File: src/rtl/kmap_sweeper_if.sv
// ============================================================================
//  Module      : kmap_sweeper_if
//  Description : Signal bundle between the K-map sweeper and its environment.
//                The master side (the sweeper) drives the minterm, status and
//                result signals; the slave side supplies start and the K-map f.
//  Revision    : 1.0  initial release
// ----------------------------------------------------------------------------
//  Signals
//    start        sweep request (slave -> master)
//    f            K-map output (slave -> master)
//    a, b, c      minterm drive, a is the MSB (master -> slave)
//    busy         sweep in progress
//    done         one-cycle completion pulse
//    truth_table  captured truth table, bit i = f for {a,b,c} = i
//    mismatch     truth_table ^ EXPECT of the last completed sweep
//    pass         last completed sweep matched EXPECT
// ============================================================================
`default_nettype none

interface kmap_sweeper_if;
  logic       start;
  logic       f;
  logic       a;
  logic       b;
  logic       c;
  logic       busy;
  logic       done;
  logic [7:0] truth_table;
  logic [7:0] mismatch;
  logic       pass;

  modport master (
    input  start, f,
    output a, b, c, busy, done, truth_table, mismatch, pass
  );

  modport slave (
    output start, f,
    input  a, b, c, busy, done, truth_table, mismatch, pass
  );
endinterface

`default_nettype wire

File: src/rtl/kmap_sweeper.sv
// ============================================================================
//  Module      : kmap_sweeper
//  Description : On-chip exerciser for the 3-input K-map stage. Walks {a,b,c}
//                through minterms 0..7, waits SETTLE cycles per minterm,
//                samples f into an 8-bit truth table and compares the result
//                with EXPECT.
//  Revision    : 1.0  initial release
// ----------------------------------------------------------------------------
//  Parameters
//    SETTLE   wait cycles per minterm before f is sampled (0..15)
//    EXPECT   expected truth table, bit i = f for {a,b,c} = i
//  Ports
//    clk      rising-edge clock
//    rst_n    synchronous active-low reset
//    bus      kmap_sweeper_if.master: start/f in; a,b,c, busy, done,
//             truth_table, mismatch, pass out
//  Build option
//    KMAP_SWEEP_STICKY_EN  when defined, pass is sticky-low: once any sweep
//                          fails, pass stays 0 until reset.
// ============================================================================
`default_nettype none

module kmap_sweeper #(
  parameter int unsigned SETTLE = 1,
  parameter logic [7:0]  EXPECT = 8'hB6
) (
  input  wire logic      clk,
  input  wire logic      rst_n,
  kmap_sweeper_if.master bus
);

  localparam logic [3:0] SETTLE_CNT = 4'(SETTLE);
  localparam logic [2:0] LAST_IDX   = 3'd7;

  typedef enum logic [1:0] {
    S_IDLE = 2'd0,
    S_WAIT = 2'd1,
    S_DONE = 2'd2
  } state_t;

  state_t     state_q,    state_d;
  logic [2:0] idx_q,      idx_d;
  logic [3:0] cnt_q,      cnt_d;
  logic [2:0] abc_q,      abc_d;
  logic       busy_q,     busy_d;
  logic       done_q,     done_d;
  logic [7:0] table_q,    table_d;
  logic [7:0] mismatch_q, mismatch_d;
  logic       pass_q,     pass_d;
`ifdef KMAP_SWEEP_STICKY_EN
  // Remembers that some sweep since reset has failed.
  logic       failed_q,   failed_d;
`endif

  // State and datapath registers
  always_ff @(posedge clk) begin
    if (!rst_n) begin
      state_q    <= S_IDLE;
      idx_q      <= 3'd0;
      cnt_q      <= 4'd0;
      abc_q      <= 3'd0;
      busy_q     <= 1'b0;
      done_q     <= 1'b0;
      table_q    <= 8'd0;
      mismatch_q <= 8'd0;
      pass_q     <= 1'b0;
`ifdef KMAP_SWEEP_STICKY_EN
      failed_q   <= 1'b0;
`endif
    end else begin
      state_q    <= state_d;
      idx_q      <= idx_d;
      cnt_q      <= cnt_d;
      abc_q      <= abc_d;
      busy_q     <= busy_d;
      done_q     <= done_d;
      table_q    <= table_d;
      mismatch_q <= mismatch_d;
      pass_q     <= pass_d;
`ifdef KMAP_SWEEP_STICKY_EN
      failed_q   <= failed_d;
`endif
    end
  end

  // Next-state and next-output logic
  always_comb begin
    state_d    = state_q;
    idx_d      = idx_q;
    cnt_d      = cnt_q;
    abc_d      = abc_q;
    busy_d     = busy_q;
    done_d     = 1'b0;
    table_d    = table_q;
    mismatch_d = mismatch_q;
    pass_d     = pass_q;
`ifdef KMAP_SWEEP_STICKY_EN
    failed_d   = failed_q;
`endif

    case (state_q)
      S_IDLE: begin
        if (bus.start) begin
          // Only the table clears here; mismatch/pass keep the previous
          // result until this sweep finishes.
          table_d = 8'd0;
          idx_d   = 3'd0;
          abc_d   = 3'd0;
          cnt_d   = SETTLE_CNT;
          busy_d  = 1'b1;
          state_d = S_WAIT;
        end
      end

      S_WAIT: begin
        if (cnt_q != 4'd0) begin
          cnt_d = cnt_q - 4'd1;
        end else begin
          table_d[idx_q] = bus.f;
          if (idx_q != LAST_IDX) begin
            idx_d = idx_q + 3'd1;
            abc_d = idx_q + 3'd1;
            cnt_d = SETTLE_CNT;
          end else begin
            state_d    = S_DONE;
            busy_d     = 1'b0;
            done_d     = 1'b1;
            abc_d      = 3'd0;
            // Fold in the bit being captured on this same edge.
            mismatch_d = {bus.f, table_q[6:0]} ^ EXPECT;
`ifdef KMAP_SWEEP_STICKY_EN
            failed_d   = failed_q | (mismatch_d != 8'd0);
            pass_d     = (mismatch_d == 8'd0) && !failed_q;
`else
            pass_d     = (mismatch_d == 8'd0);
`endif
          end
        end
      end

      S_DONE: begin
        state_d = S_IDLE;
      end

      default: begin
        state_d = S_IDLE;
      end
    endcase
  end

  assign bus.a           = abc_q[2];
  assign bus.b           = abc_q[1];
  assign bus.c           = abc_q[0];
  assign bus.busy        = busy_q;
  assign bus.done        = done_q;
  assign bus.truth_table = table_q;
  assign bus.mismatch    = mismatch_q;
  assign bus.pass        = pass_q;

endmodule

`default_nettype wire

File: src/flat_wrapper.sv
// flat-port wrapper written by rule: the top's interface ports become plain ports
module kmap_sweeper_flat 
#(
  parameter int unsigned SETTLE = 1,
  parameter logic [7:0]  EXPECT = 8'hB6
)
  (clk, rst_n, bus_start, bus_f, bus_a, bus_b, bus_c, bus_busy, bus_done, bus_truth_table, bus_mismatch, bus_pass);
  kmap_sweeper_if bus_i ();
  input  wire logic clk;
  input  wire logic rst_n;
  input wire logic [$bits(bus_i.start)-1:0] bus_start;
  input wire logic [$bits(bus_i.f)-1:0] bus_f;
  output wire logic [$bits(bus_i.a)-1:0] bus_a;
  output wire logic [$bits(bus_i.b)-1:0] bus_b;
  output wire logic [$bits(bus_i.c)-1:0] bus_c;
  output wire logic [$bits(bus_i.busy)-1:0] bus_busy;
  output wire logic [$bits(bus_i.done)-1:0] bus_done;
  output wire logic [$bits(bus_i.truth_table)-1:0] bus_truth_table;
  output wire logic [$bits(bus_i.mismatch)-1:0] bus_mismatch;
  output wire logic [$bits(bus_i.pass)-1:0] bus_pass;
  assign bus_i.start = bus_start;
  assign bus_i.f = bus_f;
  assign bus_a = bus_i.a;
  assign bus_b = bus_i.b;
  assign bus_c = bus_i.c;
  assign bus_busy = bus_i.busy;
  assign bus_done = bus_i.done;
  assign bus_truth_table = bus_i.truth_table;
  assign bus_mismatch = bus_i.mismatch;
  assign bus_pass = bus_i.pass;
  kmap_sweeper #(.SETTLE(SETTLE), .EXPECT(EXPECT)) u_core (.clk(clk), .rst_n(rst_n), .bus(bus_i));
endmodule
File: config.mk
export PLATFORM = sky130hd
export DESIGN_NAME = kmap_sweeper_flat
export DESIGN_NICKNAME = d
export VERILOG_FILES = /design/src/rtl/kmap_sweeper_if.sv /design/src/rtl/kmap_sweeper.sv /design/src/flat_wrapper.sv
export SDC_FILE = /design/constraint.sdc
export NUM_CORES = 1
export LEC_CHECK = 0
export ABC_AREA = 0
export CORE_MARGIN = 1.5
export CORE_UTILIZATION = 52
export DETAILED_ROUTE_END_ITERATION = 8
export GPL_ROUTABILITY_DRIVEN = 0
export GPL_TIMING_DRIVEN = 1
export PLACE_DENSITY = 0.78
export RECOVER_POWER = 100
export SLEW_MARGIN = 20
export SYNTH_ARGS = -nofsm -noshare
export SYNTH_HDL_FRONTEND = slang
export SYNTH_SLANG_ARGS = --single-unit
export TNS_END_PERCENT = 5
File: constraint.sdc
create_clock -name clk -period 2.05 [get_ports clk]
set_clock_uncertainty 0.15 [all_clocks]
set_input_delay 0.3075 -clock clk [delete_from_list [all_inputs] [get_ports clk]]
set_output_delay 0.3075 -clock clk [all_outputs]
set_load 0.03 [all_outputs]
==> impl_metrics.ini, run 1 <==
[setup_path]
arrival_ps = 1520
endpoint_kind = primary output
worst-endpoint-required_ps = 1590
worstPathCellList = dlygate4sd3_1
critical_path.n_buffers_inverters = 1
critical-path-top-delay-family = buffers and inverters
critical_path.max_stage_delay_ps = 770
setup.worst_path.class = flop to primary output
startpoint_type = flop
worst_path_max_delay_cell = sky130_fd_sc_hd__dlygate4sd3_1
crit_fanout = 5

[synthesis]
synth.lib_cells_used.distinct = 44
yosys_warnings = 0
synth_largest_type_area_fraction_pct = 39.5
synthesis.nets = 185
synth_area_leaders = sky130_fd_sc_hd__dfxtp_1 (39%), sky130_fd_sc_hd__nand3_1 (5.1%), sky130_fd_sc_hd__ha_1 (4.0%), sky130_fd_sc_hd__nand3b_1 (3.8%), sky130_fd_sc_hd__a211oi_1 (3.3%)
synth-seq-area-share_pct = 39.5
synth_area_per_cell_sq_um = 8.94
register_bit_total_from_synthesis = 31
synth_area_leader_cell = sky130_fd_sc_hd__dfxtp_1
syn-cell-area_sq_um = 1570
synth_cells = 176

[die]
io_pins = 26
die_height_microns = 58.0
die_width_microns = 58.0
floorplan.initialDensity_pct = 56.1
die-area_sq_um = 3360
fp-row-count = 19
coreArea_sq_um = 2810

[sta]
rsz0062_at_grt = no
layout_min_cycle_time_ps = 1970
fmax_ghz = 0.507
drv_slew = 0
timing.slew.headroom_pct = 71.2
fin_crit_sh_pct = 96.3
setup_ws_ps = 76.8
number_of_hold_violations_in_the_final_report = 0
timing.final.setup_violations = 0
worst-slew-pin-transition_ps = 432
timing.setup.tns_ps = 0

[run_status]
status = completed

[grt]
grt_first_pass_wirelength_mm = 6.39
globalRouteOverflowTotal = 0
maximum_number_of_pins_on_one_net_before_global_route_repair = 18
antenna_violations_before_repair = 0
groute.usage.overall_pct = 24.6
via_count_of_the_first_global_routing_pass = 1391

[clock_network]
htreeDepth = 2
root_buffer = sky130_fd_sc_hd__clkbuf_4
cts_hold_buffers = 0
clock-sinks = 31
cts_resized = 0
clk_latency_ps = 330
cts_buffer_depth = 2
cts_tree = yes
cts.reportedPaths.clkPinSlew_ps = 80
post-cts-setup-buffer-count = 0
tritoncts.num_buffers = 5

[finish]
area_growth_pct = 23.8
final_core_utilization_pct = 69.4
final.fill_count = 238
instances_no_fill = 238
drive_gt1_share_pct = 12.1
final_area_sq_um = 1950
finish.net_count = 216
antenna_cells = 0

[placement]
place_inst = 231
post-place-ws_ps = 109
post_dp_cell_area_sq_um = 1890
detailedPlacementHpwl_mm = 2.79
io_buffer_count = 25

[route]
detailroute.via_count = 1500
drt-vias-per-instance = 6.30
drc_errors = 0
number_of_design_rule_violations_left_by_the_first_detailed_router_iteration = 78
drt_wl_total_mm = 3.80
avgRoutedWirePerCell_microns = 15.9
antenna_violating_nets_post_route = 0
number_of_optimization_iterations_in_the_first_detailed_route_pass = 6

[hold_path]
hp-class = flop to flop

[flow_run]
max-cap-violations = 0

[power]
peakVddDrop_uv = 411
total_leakage_power_nw = 0.761
power_density_nw_per_um2 = 626
[routing by layer]
metal / vias to the layer above / GRT usage [%] / share of wire (%)
met3: 8 / 4.91 / 5.2
met2: 54 / 39.8 / 48
met4: 0 / 10.3 / 1.6
met5: - / 0 / 0
met1: 722 / 32.1 / 45
li1: 716 / - / -
[cell usage after synthesis (all sizes together)]
master and instances:
clkinv 1, clkbuf 4, a211oi 7, nor2b 3, nor4b 1, a22o 1
or4 1, a221oi 1, or3b 2, inv 13, ha 5, dfxtp 31
nand2b 4, nor2 4, a2111o 1, a311o 1, o21ai 8, o221a 1
nor4bb 2, nor4 1, o21ba 1, nand4 6, or3 1, a31oi 1
nand3b 8, mux2i 4, and4b 1, nor3b 4, buf 7, a21oi 10
and3 1, o31a 1, nand3 16, o211ai 5, nand2 6, o21bai 2
nor3 3, and3b 3, o221ai 4
[cells by family (layout without fill, tap and decap cells)]
kind of cell               count (synthesis)  after routing  share of synthesized area, %
muxes                                      4              4                          2.55
adders and majority gates                  5              5                          3.98
DFF                                       31             31                          39.5
and+or+nand+nor                           67             67                          27.9
buffers and inverters                     25             56                          6.36
AOI/OAI and AO/OA                         44             44                          19.7
[worst paths after layout]
kind / from / endpoint / slack, ps / depth (start not counted)
min: u_core.abc_q[2]$_SDFFE_PN0P_ / u_core.abc_q[2]$_SDFFE_PN0P_ / 320 / 2
max: u_core.bus.truth_table[0]$_SDFFE_PN0P_ / bus_truth_table[0] / 80 / 1
max reg2reg: u_core.idx_q[0]$_SDFFE_PN0P_ / u_core.idx_q[1]$_SDFFE_PN0P_ / 130 / 6
min reg2reg: u_core.abc_q[2]$_SDFFE_PN0P_ / u_core.abc_q[2]$_SDFFE_PN0P_ / 320 / 2
[cells in the final DEF, fill, tap and decap left out, drive strengths merged, types with 2 or more instances in the layout]
master         Yosys  routed
dfxtp             31      31
dlygate4sd3        0      18
nand3             16      16
inv               13      13
a21oi             10      10
buf                7      10
nand3b             8       8
o21ai              8       8
a211oi             7       7
clkdlybuf4s50      0       7
nand2              6       6
nand4              6       6
clkbuf             4       6
o211ai             5       5
ha                 5       5
o221ai             4       4
nand2b             4       4
mux2i              4       4
nor2               4       4
nor3b              4       4
nor2b              3       3
and3b              3       3
nor3               3       3
clkinv             1       2
nor4bb             2       2
or3b               2       2
o21bai             2       2
[metrics by stage]
step	total power [mW]	hold WS, ps
detailed placement	0.874	307
global route	1.27	352
global placement	0.862	308
CTS	1.23	326
finish	1.22	315
floorplan	0.799	254
[where the power goes]
part | switching, mW | internal, mW | leakage [nW]
combinational | 0.131 | 0.0938 | 0.475
clock | 0.198 | 0.159 | 0.0341
sequential | 0.0170 | 0.620 | 0.252
[final cells by class]
cell class                 count  area (sq um)  area share [%]
timing repair buffer          35           325            16.7
clock buffer                   6          51.3            2.63
tap                           31          38.8            1.99
clock inverter                 1          5.00           0.257
sequential                    31           622            31.9
inverter                      14          52.6            2.70
multi-input combinational    120           852            43.8
[state kept, by name (all words and copies together) (netlist names)]
name,flops
u_core.abc_q,3
u_core.bus.done,1
u_core.bus.truth_table,8
u_core.state_q,2
u_core.bus.pass,1
u_core.bus.busy,1
u_core.cnt_q,4
u_core.bus.mismatch,8
u_core.idx_q,3
Note: power is estimated with default switching activity, not from simulation.
==> inputs of run 2 (changes only) <==
clock period = 1.9 ns   (was 2.05 ns; I/O delays follow)
==> run 2 against run 1 <==
Against the previous run: cell count rose by 1.7%; global-route usage decreased by 0.32 points; utilization grew 0.40 points; hold slack improved by 9.6 ps; wire length rose by 3.8%; design area is 0.58% higher; first-iteration DRC count shrank 36%; critical endpoint is now bus_mismatch[1].
==> impl_metrics.ini, run 2 (synthesis results as in run 1) <==
[finish]
final_common_cell = sky130_fd_sc_hd__dfxtp_1
final_area_sq_um = 1960
drive_gt1_share_pct = 14.7
instances_no_fill = 242
antenna_cells = 0
finish.net_count = 220
area_growth_pct = 24.5
final_core_utilization_pct = 69.8
final_cell_mix = sky130_fd_sc_hd__dfxtp_1 (31), sky130_fd_sc_hd__clkdlybuf4s50_1 (19), sky130_fd_sc_hd__nand3_1 (16), sky130_fd_sc_hd__buf_4 (14), sky130_fd_sc_hd__inv_1 (13)

[sta]
number_of_hold_violations_in_the_final_report = 0
whs_ps = 325
layout_min_cycle_time_ps = 1830
setup_ws_ps = 72.6
timing.setup.tns_ps = 0
timing.slew.headroom_pct = 71.3
fmax_ghz = 0.547
drv_slew = 0
worst-slew-pin-transition_ps = 429
timing.final.setup_violations = 0
fin_crit_sh_pct = 96.2

[grt]
globalRouteOverflowTotal = 0
grt_first_pass_wirelength_mm = 6.33
groute.usage.overall_pct = 24.3
antenna_violations_before_repair = 0
maximum_number_of_pins_on_one_net_before_global_route_repair = 18
via_count_of_the_first_global_routing_pass = 1421

[route]
detailroute.via_count = 1479
drc_errors = 0
avgRoutedWirePerCell_microns = 16.3
antenna_violating_nets_post_route = 0
number_of_optimization_iterations_in_the_first_detailed_route_pass = 6
drt-vias-per-instance = 6.11
number_of_design_rule_violations_left_by_the_first_detailed_router_iteration = 50
drt_wl_total_mm = 3.94

[clock_network]
htreeDepth = 2
root_buffer = sky130_fd_sc_hd__clkbuf_4
cts_tree = yes
cts_resized = 1
clock-sinks = 31
cts.reportedPaths.clkPinSlew_ps = 90
cts_hold_buffers = 0
cts_buffer_depth = 2
tritoncts.num_buffers = 5
post-cts-setup-buffer-count = 0
clk_latency_ps = 330

[hold_path]
hp-class = flop to flop

[die]
die_height_microns = 58.0
die_width_microns = 58.0
coreArea_sq_um = 2810
io_pins = 26
die-area_sq_um = 3360
fp-row-count = 19
floorplan.initialDensity_pct = 56.1

[run_status]
status = completed

[setup_path]
arrival_ps = 1390
critical_path.max_stage_delay_ps = 690
setup.worst_path.class = flop to primary output
worstPathCellList = clkdlybuf4s50_1
endpoint_kind = primary output
worst-endpoint-required_ps = 1460
critical_path.n_buffers_inverters = 1
startpoint_type = flop
crit_fanout = 2
critical-path-top-delay-family = buffers and inverters
worst_path_max_delay_cell = sky130_fd_sc_hd__clkdlybuf4s50_1

[power]
peakVddDrop_uv = 427
total_leakage_power_nw = 0.719
pwr_total_mw = 1.34
power_density_nw_per_um2 = 685

[placement]
post_dp_cell_area_sq_um = 1920
io_buffer_count = 25
place_inst = 235
post-place-ws_ps = 48.7
detailedPlacementHpwl_mm = 2.79

[flow_run]
max-cap-violations = 0
run 2: final timing paths:
kind	from	end	cells after the start	slack, ps
worst max register to register	u_core.cnt_q[0]$_SDFFE_PN0P_	u_core.cnt_q[3]$_SDFFE_PN0P_	5	80
worst min register to register	u_core.abc_q[2]$_SDFFE_PN0P_	u_core.abc_q[2]$_SDFFE_PN0P_	2	330
worst max-delay path	u_core.bus.mismatch[1]$_SDFFE_PN0P_	bus_mismatch[1]	1	70
worst min-delay path	u_core.abc_q[2]$_SDFFE_PN0P_	u_core.abc_q[2]$_SDFFE_PN0P_	2	330
run 2: cell type report:
cell class                 instances  area [sq um]
fill                             234           847
multi-input combinational        120           867
timing repair buffer              39           323
clock buffer                       6          51.3
inverter                          14          52.6
tap                               31          38.8
sequential                        31           621
clock inverter                     1          5.00
run 2: power breakdown:
group          switching, mW  internal [mW]
clock                  0.219          0.171
sequential            0.0222          0.668
combinational          0.144          0.117
total                  0.385          0.956
run 2: routing by layer:
metal  vias up  wire [microns]  track usage [%]
met5         -               0                0
met4         0              46             8.97
met3         5             166             4.69
met2        37            1950             40.4
met1       711            1780             31.3
li1        726               -                -
